$ cat config.mk
export PLATFORM = sky130hd
export DESIGN_NAME = uart_tx_fifo
export DESIGN_NICKNAME = d
export VERILOG_FILES = /design/src/rtl/uart_tx_fifo.sv
export SDC_FILE = /design/constraint.sdc
export NUM_CORES = 1
export LEC_CHECK = 0
export CAP_MARGIN = 20
export CELL_PAD_IN_SITES_DETAIL_PLACEMENT = 1
export CELL_PAD_IN_SITES_GLOBAL_PLACEMENT = 1
export CORE_MARGIN = 2
export CORE_UTILIZATION = 43
export DETAILED_ROUTE_END_ITERATION = 7
export PLACE_DENSITY = 0.86
export SYNTH_ARGS = -nofsm -noshare
export SYNTH_HDL_FRONTEND = slang
export SYNTH_SLANG_ARGS = --single-unit
$ cat constraint.sdc
create_clock -name Clk_CPU -period 2.6 [get_ports Clk_CPU]
set_clock_uncertainty 0.05 [all_clocks]
set_input_delay 0.52 -clock Clk_CPU [delete_from_list [all_inputs] [get_ports Clk_CPU]]
set_output_delay 0.52 -clock Clk_CPU [all_outputs]
set_load 0.005 [all_outputs]
$ cat src/rtl/uart_tx_fifo.sv
// Buffered 8N1 UART transmitter with a FIFO in front and an 8-character ASCII display window.
// Define UART_DISPLAY_EN to build the scrolling display; otherwise uart_display_data is constant spaces.
module uart_tx_fifo #(
    parameter int CLKS_PER_BIT = 16,
    parameter int FIFO_DEPTH   = 8
) (
    input  logic                          Clk_CPU,
    input  logic                          rst,
    input  logic                          uart_we,
    input  logic [7:0]                    data_in,
    output logic                          uart_ready,
    output logic                          uart_tx,
    output logic                          tx_busy,
    output logic [$clog2(FIFO_DEPTH):0]   fifo_count,
    output logic                          overflow,
    output logic [63:0]                   uart_display_data
);

    localparam int AW  = $clog2(FIFO_DEPTH);
    localparam int CW  = AW + 1;
    localparam int BW  = $clog2(CLKS_PER_BIT);
    localparam logic [CW-1:0] DEPTH_C   = CW'(FIFO_DEPTH);
    localparam logic [BW-1:0] BAUD_LAST = BW'(CLKS_PER_BIT - 1);
    localparam logic [63:0]   SPACES    = 64'h2020202020202020;

    typedef enum logic [1:0] {
        S_IDLE  = 2'd0,
        S_START = 2'd1,
        S_DATA  = 2'd2,
        S_STOP  = 2'd3
    } state_t;

    logic [7:0]    r_mem [FIFO_DEPTH];
    logic [AW-1:0] r_wptr;
    logic [AW-1:0] r_rptr;
    logic [CW-1:0] r_count;
    logic          r_overflow;
    state_t        r_state;
    logic          r_tx;
    logic          r_busy;
    logic [BW-1:0] r_baud;
    logic [2:0]    r_bit_idx;
    logic [7:0]    r_shift;

    logic          w_ready;
    logic          w_push;
    logic          w_pop;
    logic          w_baud_done;

    // Readiness comes from the registered count only, so a full FIFO refuses a write even in its pop cycle.
    assign w_ready     = (r_count < DEPTH_C);
    assign w_push      = uart_we && w_ready;
    assign w_pop       = (r_state == S_IDLE) && (r_count != {CW{1'b0}});
    assign w_baud_done = (r_baud == BAUD_LAST);

    assign uart_ready = w_ready;
    assign uart_tx    = r_tx;
    assign tx_busy    = r_busy;
    assign fifo_count = r_count;
    assign overflow   = r_overflow;

    // FIFO storage; contents need no reset because the pointers define validity.
    always_ff @(posedge Clk_CPU) begin
        if (w_push) begin
            r_mem[r_wptr] <= data_in;
        end
    end

    // Pointers, occupancy and the sticky drop flag.
    always_ff @(posedge Clk_CPU or posedge rst) begin
        if (rst) begin
            r_wptr     <= {AW{1'b0}};
            r_rptr     <= {AW{1'b0}};
            r_count    <= {CW{1'b0}};
            r_overflow <= 1'b0;
        end else begin
            if (w_push) begin
                r_wptr <= r_wptr + AW'(1);
            end
            if (w_pop) begin
                r_rptr <= r_rptr + AW'(1);
            end
            case ({w_push, w_pop})
                2'b10:   r_count <= r_count + CW'(1);
                2'b01:   r_count <= r_count - CW'(1);
                default: r_count <= r_count;
            endcase
            if (uart_we && !w_ready) begin
                r_overflow <= 1'b1;
            end
        end
    end

    // 8N1 serializer; the line level is registered and set on each state transition.
    always_ff @(posedge Clk_CPU or posedge rst) begin
        if (rst) begin
            r_state   <= S_IDLE;
            r_tx      <= 1'b1;
            r_busy    <= 1'b0;
            r_baud    <= {BW{1'b0}};
            r_bit_idx <= 3'd0;
            r_shift   <= 8'h00;
        end else begin
            case (r_state)
                S_IDLE: begin
                    r_tx <= 1'b1;
                    if (w_pop) begin
                        r_shift <= r_mem[r_rptr];
                        r_state <= S_START;
                        r_tx    <= 1'b0;
                        r_busy  <= 1'b1;
                        r_baud  <= {BW{1'b0}};
                    end
                end
                S_START: begin
                    if (w_baud_done) begin
                        r_state   <= S_DATA;
                        r_tx      <= r_shift[0];
                        r_baud    <= {BW{1'b0}};
                        r_bit_idx <= 3'd0;
                    end else begin
                        r_baud <= r_baud + BW'(1);
                    end
                end
                S_DATA: begin
                    if (w_baud_done) begin
                        r_baud <= {BW{1'b0}};
                        if (r_bit_idx == 3'd7) begin
                            r_state <= S_STOP;
                            r_tx    <= 1'b1;
                        end else begin
                            r_shift   <= {1'b0, r_shift[7:1]};
                            r_tx      <= r_shift[1];
                            r_bit_idx <= r_bit_idx + 3'd1;
                        end
                    end else begin
                        r_baud <= r_baud + BW'(1);
                    end
                end
                S_STOP: begin
                    if (w_baud_done) begin
                        r_state <= S_IDLE;
                        r_busy  <= 1'b0;
                        r_baud  <= {BW{1'b0}};
                    end else begin
                        r_baud <= r_baud + BW'(1);
                    end
                end
                default: begin
                    r_state <= S_IDLE;
                    r_tx    <= 1'b1;
                    r_busy  <= 1'b0;
                    r_baud  <= {BW{1'b0}};
                end
            endcase
        end
    end

`ifdef UART_DISPLAY_EN
    logic [63:0] r_disp;

    // Scrolling window of accepted bytes; a form feed blanks it while still being transmitted.
    always_ff @(posedge Clk_CPU or posedge rst) begin
        if (rst) begin
            r_disp <= SPACES;
        end else if (w_push) begin
            if (data_in == 8'h0C) begin
                r_disp <= SPACES;
            end else begin
                r_disp <= {r_disp[55:0], data_in};
            end
        end
    end

    assign uart_display_data = r_disp;
`else
    assign uart_display_data = SPACES;
`endif

endmodule

==> impl_metrics.env <==
export IMPL_path_cells="nor4_4, nor2_1, ha_1, xor2_1, ha_1, a21oi_1, xor2_1, nor2_1, xor2_1"
export IMPL_final_seq_area_um2=2670
export IMPL_synth_largest_area_cell="edfxtp_1"
export IMPL_synthCells=318
export IMPL_rsz0062_at_grt="false"
export IMPL_relSlewSlack_pct=47.9
export IMPL_num_fill_cells=1051
export IMPL_cts_sinks=94
export IMPL_drt_wl_total_mm=9.04
export IMPL_postCtsSetupBuffers=0
export IMPL_diodes=0
export IMPL_hp_class="reg2reg"
export IMPL_grt_pass1_wl_mm=14.2
export IMPL_timing_fmax_mhz=432
export IMPL_cts_path_max_buffers=2
export IMPL_syn_cell_area_um2=4470
export IMPL_dp_hpwl_mm=6.33
export IMPL_crit_type="reg2reg"
export IMPL_place_congestion=0.737
export IMPL_numCtsBuffers=9
export IMPL_core_um2=10200
export IMPL_grt_pass1_vias=2602
export IMPL_area_delta_synth_final_pct=8.65
export IMPL_worstHoldStart="overflow"
export IMPL_reg2reg_from="fifo_count[1]"
export IMPL_synth_edf_count=64
export IMPL_drcViolationCount=0
export IMPL_cp_arrival_ns=2.51
export IMPL_synthArstFlopShare_pct=31.9
export IMPL_synthFlopType="edfxtp_1"
export IMPL_dieHeight_um=106
export IMPL_die_area_um2=11200
export IMPL_crit_path_start_kind="register"
export IMPL_setup_violations_final=0
export IMPL_vdd_ir_drop_max_v=0.000551
export IMPL_max_stage_delay_ns=0.51
export IMPL_maxSlewViolCount=0
export IMPL_drt_initial_drc_count=191
export IMPL_track_usage_pct=16.9
export IMPL_final_cell_mix="conb_1, edfxtp_1, dfrtp_1"
export IMPL_cpMaxStageDelayCell="dfrtp_1"
export IMPL_htreeDepth=3
export IMPL_final_hold_viol_count=0
export IMPL_cp_buffers_inverters=0
export IMPL_finalSetupTns_ns=0
export IMPL_placement_io_buffers=18
export IMPL_post_drt_wl_per_cell_um=18.1
export IMPL_nNetsFinal=380
export IMPL_cts_root_buf="clkbuf_8"
export IMPL_status="completed"
export IMPL_drive_gt1_share_pct=16.3
export IMPL_yosys_cell_types_count=37
export IMPL_viasPerCell=5.09
export IMPL_grt_overflow=0
export IMPL_ctsHoldBuffers=0
export IMPL_hold_ws_ns=0.418
export IMPL_worst_slew_pin_slew_ns=0.781
export IMPL_avgSynthCellArea_um2=14.1
export IMPL_cp_common_cell="xor2_1"
export IMPL_synth_top_area_share_pct=43.0
export IMPL_ys_seq_area_share_pct=59.8
export IMPL_r2r_slack_ns=0.28
export IMPL_cap_violations=0
export IMPL_end_kind="register"
export IMPL_vias=2533
export IMPL_cts_tree="built"
export IMPL_synth_area_leaders="edfxtp_1, dfrtp_1, buf_4, mux4_2, ha_1"
export IMPL_ant_nets=0
export IMPL_multiInputGateArea_um2=1490
export IMPL_period_share_pct=89.1
export IMPL_postCtsResizedCells=0
export IMPL_r2r_end="fifo_count[2]"
export IMPL_clk_insertion_delay_late_ns=0.36
export IMPL_antenna_found_initial=0
export IMPL_io_pins=83
export IMPL_path_delay_family="simple AND/OR/NAND/NOR gates"
export IMPL_rows=37
export IMPL_drt_pass1_iter_count=4
export IMPL_clkTransAtPathRegs_ns=0.11
export IMPL_whs_path_depth=1
export IMPL_grt_max_degree=31
export IMPL_dieWidth_um=106
export IMPL_required_ns=2.80
export IMPL_ys_seq_elements=94
export IMPL_yosysWarnings=0
export IMPL_ff2ff_path_depth=9
export IMPL_fin_crit_ns=2.32
export IMPL_power_density_nw_per_um2=1020
export IMPL_critPathMaxFanout=8
export IMPL_hold_path_end="overflow"
export IMPL_start_util_pct=43.7
export IMPL_p_leak_uw=0.00186
==> metrics by stage <==
stage	area, um2	setup slack, ns	power [uW]	cells	util (%)
after detailed placement	4680	-0.0600	4050	482	45.7
final	4860	0.283	4930	498	47.5
after floorplan	4700	0.240	3480	380	-
after global routing	4860	0.102	5240	498	47.5
after global placement	4680	0.0947	3900	482	45.7
after CTS	4860	0.263	4970	498	47.5
==> report_power, final <==
group          leakage (uW)  internal [uW]  total [uW]  switching, uW
combinational      0.000832            890        1690            803
clock             0.0000885            361         918            557
sequential         0.000940           1920        2320            396
total               0.00186           3170        4930           1760
==> worst max path at each step <==
stage,slack [ns],endpoint,depth (start not counted),start
floorplan,0.24,fifo_count[2],11,r_state[0]
global placement,0.09,fifo_count[2],10,uart_we
detailed placement,-0.06,fifo_count[2],10,uart_we
CTS,0.26,fifo_count[2],9,fifo_count[1]
global route,0.10,fifo_count[2],11,r_state[1]
finish,0.28,fifo_count[2],9,fifo_count[1]
==> state kept, by name, indices dropped and copies added, names as in the netlist <==
| register | cells |
|---|---|
| r_mem | 64 |
| r_state | 2 |
| tx_busy | 1 |
| r_wptr | 3 |
| overflow | 1 |
| r_shift | 8 |
| fifo_count | 4 |
| uart_tx | 1 |
| r_bit_idx | 3 |
| r_baud | 4 |
| r_rptr | 3 |
==> synthesized netlist by cell type, types with 3 or more instances <==
master,count
buf_4,65
a21oi_1,4
nor2_1,12
nand2_1,19
nand2b_1,4
nor3_1,5
a22oi_1,8
ha_1,12
mux2_2,6
xor2_1,5
buf_2,3
nand3_1,13
inv_1,7
mux4_2,16
xnor2_1,6
a32oi_1,6
edfxtp_1,64
dfrtp_1,29
o21ai_0,11
==> metal layers <==
metal / up-vias / GRT usage [%] / wire [um]
li1: 1120 / - / -
met1: 1291 / 21.5 / 3600
met2: 112 / 29.6 / 4770
met3: 10 / 3.19 / 562
met4: 0 / 4.89 / 97
met5: - / 0 / 0
==> final cells by class <==
| class | instances | share of cell area [%] |
|---|---|---|
| clock inverter | 7 | 1.13 |
| timing repair buffer | 36 | 6.49 |
| clock buffer | 9 | 2.55 |
| multi-input combinational | 209 | 30.7 |
| inverter | 7 | 0.541 |
| sequential | 94 | 55.0 |
| tap | 136 | 3.50 |
==> cells by family after synthesis <==
kind of cell	count (synthesis)	share of synthesized area, %
AO/OA/AOI/OAI	39	6.16
XOR/XNOR	11	2.15
adder cells (fa/ha/maj)	12	3.36
buffers and inverters	77	12.0
flip-flops	94	59.8
multiplexers	22	9.57
other	2	0.168
AND/OR/NAND/NOR	61	6.77
Power figures use the tool's default switching activity.
